**src/rtl/altecc_pkg.sv**
```systemverilog
// Shared SECDED constants for the 64/72 write-path encoder and read-path decoder.
// Holds the check-bit masks, the injection mode encoding and small XOR helpers.
package altecc_pkg;

  localparam int ECC_DATA_W = 64;
  localparam int ECC_CHK_W  = 8;
  localparam int ECC_CW_W   = 72;

  typedef enum logic [1:0] {
    INJ_NONE   = 2'b00,
    INJ_SINGLE = 2'b01,
    INJ_DOUBLE = 2'b10,
    INJ_RSVD   = 2'b11
  } inj_mode_e;

  typedef logic [6:0][ECC_DATA_W-1:0] chk_mask_t;

  // Eight lane XORs for each of the seven Hamming bits, then eight lane
  // parities of the raw data (row 7) for the overall parity bit.
  typedef logic [ECC_DATA_W-1:0] chk_part_t;

  // Data bit j sits at the j-th Hamming position that is not a power of two.
  function automatic chk_mask_t gen_chk_mask();
    chk_mask_t m;
    int j;
    m = '0;
    j = 0;
    for (int p = 1; p < ECC_CW_W; p++) begin
      if ((p & (p - 1)) != 0) begin
        for (int i = 0; i < 7; i++) begin
          if (((p >> i) & 1) != 0) m[i][j] = 1'b1;
        end
        j++;
      end
    end
    return m;
  endfunction

  localparam chk_mask_t CHK_MASK = gen_chk_mask();

  function automatic logic [ECC_CHK_W-1:0] chk_reduce(chk_part_t part);
    logic [ECC_CHK_W-1:0] c;
    for (int i = 0; i < 7; i++) c[i] = ^part[i*8 +: 8];
    c[7] = ^part[56 +: 8] ^ ^c[6:0];
    return c;
  endfunction

  // Positions past the codeword flip nothing.
  function automatic logic [ECC_CW_W-1:0] inj_onehot(logic [6:0] p);
    logic [ECC_CW_W-1:0] r;
    r = '0;
    if (p < 7'd72) r[p] = 1'b1;
    return r;
  endfunction

endpackage

```
**src/rtl/altecc_chk_gen.sv**
```systemverilog
// Combinational SECDED check generator: data -> lane partials -> check byte.
// Ports: data in, part (per-lane XORs for pipelining), chk (final byte).
module altecc_chk_gen
  import altecc_pkg::*;
(
  input  logic [63:0] data,
  output logic [63:0] part,
  output logic [7:0]  chk
);

  always_comb begin
    part = '0;
    for (int b = 0; b < 8; b++) begin
      for (int i = 0; i < 7; i++) begin
        part[i*8+b] = ^(data[b*8 +: 8] & CHK_MASK[i][b*8 +: 8]);
      end
      part[56+b] = ^data[b*8 +: 8];
    end
  end

  assign chk = chk_reduce(part);

endmodule

```
**src/rtl/altecc_enc_pipe.sv**
```systemverilog
// Pipelined 64->72 SECDED encoder with valid/ready, error injection, word count.
// Ports: clock/reset, in_valid/in_ready/data, out_valid/out_ready/q, inj_*, enc_count.
module altecc_enc_pipe
  import altecc_pkg::*;
#(
  parameter int LATENCY = 2,
  parameter int CNT_W   = 32
) (
  input  logic             clock,
  input  logic             reset,
  input  logic             in_valid,
  output logic             in_ready,
  input  logic [63:0]      data,
  output logic             out_valid,
  input  logic             out_ready,
  output logic [71:0]      q,
  input  logic             inj_en,
  input  logic [1:0]       inj_mode,
  input  logic [6:0]       inj_pos0,
  input  logic [6:0]       inj_pos1,
  output logic             inj_armed,
  output logic             inj_done,
  output logic [CNT_W-1:0] enc_count
);

  logic        accept;
  logic        xfer;
  logic [63:0] part;
  logic [7:0]  chk;
  logic [71:0] mask;
  logic        fv;
  logic        ftag;
  logic [71:0] fq;
  inj_mode_e   arm_mode;
  logic [6:0]  arm_pos0;
  logic [6:0]  arm_pos1;

  altecc_chk_gen u_chk (
    .data (data),
    .part (part),
    .chk  (chk)
  );

  assign accept    = in_valid && in_ready;
  assign xfer      = fv && out_ready;
  assign out_valid = fv;
  assign q         = fv ? fq : '0;
  assign inj_done  = xfer && ftag;

  always_comb begin
    mask = inj_onehot(arm_pos0);
    if (arm_mode == INJ_DOUBLE) mask = mask | inj_onehot(arm_pos1);
    if (!inj_armed) mask = '0;
  end

  // A new arm wins over consumption, so an arm in an accept cycle
  // lands on the next word.
  always_ff @(posedge clock) begin
    if (reset) inj_armed <= 1'b0;
    else if (inj_en)
      inj_armed <= (inj_mode == INJ_SINGLE) || (inj_mode == INJ_DOUBLE);
    else if (accept) inj_armed <= 1'b0;
  end

  always_ff @(posedge clock) begin
    if (inj_en) begin
      arm_mode <= inj_mode_e'(inj_mode);
      arm_pos0 <= inj_pos0;
      arm_pos1 <= inj_pos1;
    end
  end

  always_ff @(posedge clock) begin
    if (reset) enc_count <= '0;
    else if (xfer) enc_count <= enc_count + 1'b1;
  end

  if (LATENCY == 1) begin : g_lat1
    logic part_unused;
    assign part_unused = ^part;
    assign in_ready = !fv || out_ready;

    always_ff @(posedge clock) begin
      if (reset) fv <= 1'b0;
      else if (in_ready) fv <= in_valid;
    end

    always_ff @(posedge clock) begin
      if (accept) begin
        fq   <= {chk, data} ^ mask;
        ftag <= inj_armed;
      end
    end
  end else begin : g_lat2
    logic        s1v;
    logic        s1tag;
    logic        s1adv;
    logic [63:0] s1d;
    logic [63:0] s1p;
    logic [71:0] s1m;
    logic        chk_unused;

    // Lane partials are registered; the final 8-input XORs run in stage 2.
    assign chk_unused = ^chk;
    assign s1adv    = s1v && (!fv || out_ready);
    assign in_ready = !s1v || s1adv;

    always_ff @(posedge clock) begin
      if (reset) begin
        s1v <= 1'b0;
        fv  <= 1'b0;
      end else begin
        if (in_ready) s1v <= in_valid;
        if (!fv || out_ready) fv <= s1v;
      end
    end

    always_ff @(posedge clock) begin
      if (accept) begin
        s1d   <= data;
        s1p   <= part;
        s1m   <= mask;
        s1tag <= inj_armed;
      end
      if (s1adv) begin
        fq   <= {chk_reduce(s1p), s1d} ^ s1m;
        ftag <= s1tag;
      end
    end
  end

endmodule

```
**config.mk**
```make
export PLATFORM = sky130hd
export DESIGN_NAME = altecc_enc_pipe
export DESIGN_NICKNAME = d
export VERILOG_FILES = /design/src/rtl/altecc_pkg.sv /design/src/rtl/altecc_chk_gen.sv /design/src/rtl/altecc_enc_pipe.sv
export SDC_FILE = /design/constraint.sdc
export NUM_CORES = 1
export LEC_CHECK = 0
export CAP_MARGIN = 40
export CORE_MARGIN = 2
export CORE_UTILIZATION = 30
export CTS_CLUSTER_SIZE = 25
export DETAILED_ROUTE_END_ITERATION = 8
export PLACE_DENSITY = 0.51
export SLEW_MARGIN = 20
export SYNTH_ARGS = -nofsm -noshare
export SYNTH_HDL_FRONTEND = slang
export SYNTH_SLANG_ARGS = --single-unit
```
**constraint.sdc**
```tcl
create_clock -name clock -period 6.35 [get_ports clock]
set_input_delay 1.27 -clock clock [delete_from_list [all_inputs] [get_ports clock]]
set_output_delay 1.27 -clock clock [all_outputs]
set_load 0.01 [all_outputs]
```
==> flow_metrics.py <==
metrics = {
    "clock_network": {
        "numCtsBuffers": 37,
        "postCtsSetupRepairBufs": 0,
        "clk_latency_ps": 550,
        "clkTransAtPathRegs_ps": 50,
        "cts_root_buffer": "clkbuf_16",
        "cts_resized": 0,
        "hold_buffers": 0,
        "clock_path_buffers": 3,
        "htree_num_levels": 2,
        "cts_tree": "done",
        "clock_sinks": 303,
    },
    "floorplan": {
        "die_h_um": 217,
        "die_x_um": 217,
        "dieArea_um2": 47100,
        "fp-row-count": 78,
        "core_um2": 45100,
        "start_util": 0.302,
        "io_pins": 193,
    },
    "sta": {
        "finClkSkew_ps": 20.3,
        "hold_viol": 0,
        "period_needed_ps": 4140,
        "drv_slew": 0,
        "tightestPinTransition_ps": 818,
        "grt_setup_unrepaired": "no",
        "finalCritPeriodShare": 0.652,
        "finalSetupTns_ps": 0,
        "max_clock_freq_ghz": 0.242,
        "maxSlewHeadroom": 0.454,
        "hold_slack_ps": 429,
        "setup_viol": 0,
    },
    "worst_setup_path": {
        "r2r_end": "g_lat2.s1d[58]",
        "worst-r2r-setup-slack_ps": 3690,
        "critPathKind": "input port to output pin",
        "cp_cell_sequence": "clkdlybuf4s50_1, nor2b_1, nand2_1, clkdlybuf4s50_1",
        "slowest_stage": "clkdlybuf4s50_1",
        "r2r_cells": 5,
        "start_kind": "input port",
        "rr_startpoint": "out_valid",
        "crit_top_cell": "clkdlybuf4s50_1",
        "slowest_delay_ps": 560,
        "end_kind": "output pin",
        "cp.required_ps": 5080,
        "cp.arrival_ps": 2870,
        "worstPathMaxFanout": 7,
    },
    "finish": {
        "most-common-layout-cells": "edfxtp_1, clkdlybuf4s50_1, xor2_1",
        "area_growth_pct": 28.2,
        "final_core_util": 0.387,
        "nNetsFinal": 1288,
        "drive_gt1_frac": 0.0634,
        "final_common_cell": "edfxtp_1",
        "antenna_cells": 0,
        "num-fill-cells": 4336,
    },
    "global_route": {
        "grt_pass1_vias": 8127,
        "grt_pass1_wl_mm": 50.1,
        "grt_max_degree": 93,
        "antenna_found_initial": 1,
        "grt_overflow": 0,
        "grt_usage": 0.143,
    },
    "power_and_ir_drop": {
        "pwr-share-comb": 0.161,
        "leakagePower_nw": 5.87,
        "seq_power_share": 0.457,
        "power_mw": 5.36,
        "swShare": 0.250,
        "p_int_mw": 4.02,
        "pwr-share-clk": 0.383,
        "power_density_nw_per_um2": 308,
        "switching_power_mw": 1.34,
        "vdd_drop_max_mv": 0.210,
    },
    "logic_synthesis": {
        "syn_area_um2": 13600,
        "ys_ff_latch": 303,
        "avgSynthCellArea_um2": 13.7,
        "synth-edff-count": 268,
        "ys_seq_area_frac": 0.643,
        "ys.flop_type": "edfxtp_1",
        "netlist_instances": 996,
        "async_flop_share": 0,
        "synth_cell_type_count": 42,
        "yosysWarnings": 0,
        "synthesis.nets": 1082,
    },
    "drt": {
        "highest_layer": "met4",
        "totalWireLength_mm": 34.0,
        "first_iter_violations": 402,
        "ant_nets": 0,
        "wl_met1_mm": 15.3,
        "drc": 0,
        "route.met3.wl_mm": 1.81,
        "drt_first_pass_iters": 5,
        "vias_per_cell": 4.47,
        "vias": 8180,
        "wl_per_cell_um": 18.6,
        "dr_wl_met2_mm": 16.1,
    },
    "hold_path": {
        "hold_path_class": "flip-flop to flip-flop",
        "hp-start": "g_lat2.s1tag",
        "hold_depth": 0,
        "hold_end": "ftag",
    },
    "run_status": {
        "status": "complete, no violations",
    },
    "flow_run": {
        "cap_violations": 0,
    },
    "placed_design": {
        "io_buffers": 192,
        "gp_congestion": 0.862,
        "hpwl_mm": 24.6,
    },
}
==> power by group through the flow <==
stage / Clock [mW] / Combinational [mW] / Sequential, mW
6_report: 2.05 / 0.862 / 2.45
5_1_grt: 2.18 / 0.936 / 2.46
4_1_cts: 2.12 / 0.878 / 2.45
3_5_place_dp: 0 / 0.869 / 2.49
3_3_place_gp: 0 / 0.872 / 2.49
2_1_floorplan: 0 / 0.578 / 2.47
==> kinds of logic (layout without fill, tap and decap cells) <==
logic type,after synthesis,count (layout),synth area share
simple gates,321,321,0.140
fa+ha+maj,1,1,0.000920
compound gates,87,87,0.0416
flops,303,303,0.643
buf+inv,36,271,0.0102
xor+xnor,248,248,0.164
==> state kept, by name, indices dropped and copies added (netlist names) <==
register      cells
g_lat2.s1p       42
inj_armed         1
fq               72
arm_mode          2
enc_count        32
g_lat2.s1v        1
arm_pos0          7
g_lat2.s1tag      1
arm_pos1          7
g_lat2.s1d       64
out_valid         1
g_lat2.s1m       72
ftag              1
==> cell usage after synthesis, types with 16 or more instances <==
| cell type | count | share of area |
|---|---|---|
| edfxtp_1 | 268 | 0.59 |
| xor2_1 | 125 | 0.080 |
| and2_1 | 118 | 0.054 |
| xnor2_1 | 118 | 0.076 |
| nor2_1 | 43 | 0.012 |
| nor2b_1 | 41 | 0.019 |
| o22ai_1 | 40 | 0.018 |
| dfxtp_1 | 35 | 0.052 |
| a22oi_1 | 32 | 0.018 |
| nand2_1 | 31 | 0.0086 |
| clkbuf_1 | 30 | 0.0083 |
| nand3_1 | 16 | 0.0059 |
==> worst max-delay path by stage <==
stage / from / end / slack, ps / cells past startpoint
6_report: out_ready / in_ready / 2210 / 4
5_1_grt: out_ready / in_ready / 2070 / 4
4_1_cts: out_ready / in_ready / 2190 / 4
3_5_place_dp: out_ready / in_ready / 2190 / 4
3_3_place_gp: out_ready / in_ready / 2190 / 4
2_1_floorplan: out_ready / inj_armed / 190 / 5
==> per-layer routing <==
metal | global-route usage | vias up
met3 | 0.0294 | 42
met2 | 0.233 | 208
li1 | - | 3955
met1 | 0.191 | 3975
met5 | 0 | -
met4 | 0.0491 | 0
==> cell type report <==
class	count	area, um2	area share
repair buffers	200	2000	0.115
clock inverters	22	191	0.0110
clock buffers	46	1000	0.0575
multi-input cells	657	4720	0.271
flip-flops and latches	303	8750	0.502
well taps	600	751	0.0431
inverters	3	11.3	0.000646
==> through the flow <==
step / setup slack [ps] / instances / area, um2
3_5_place_dp: 2190 / 1762 / 16200
5_1_grt: 2070 / 1831 / 17400
2_1_floorplan: 188 / 996 / 13600
6_report: 2210 / 1831 / 17400
3_3_place_gp: 2190 / 1762 / 16200
4_1_cts: 2190 / 1830 / 17400
==> critical path: cells and delay by family <==
family                 cells  cell delay (ps)
and+or+nand+nor            2              540
buffers and inverters      2             1060
No activity file was read; power rests on OpenSTA's default activity.
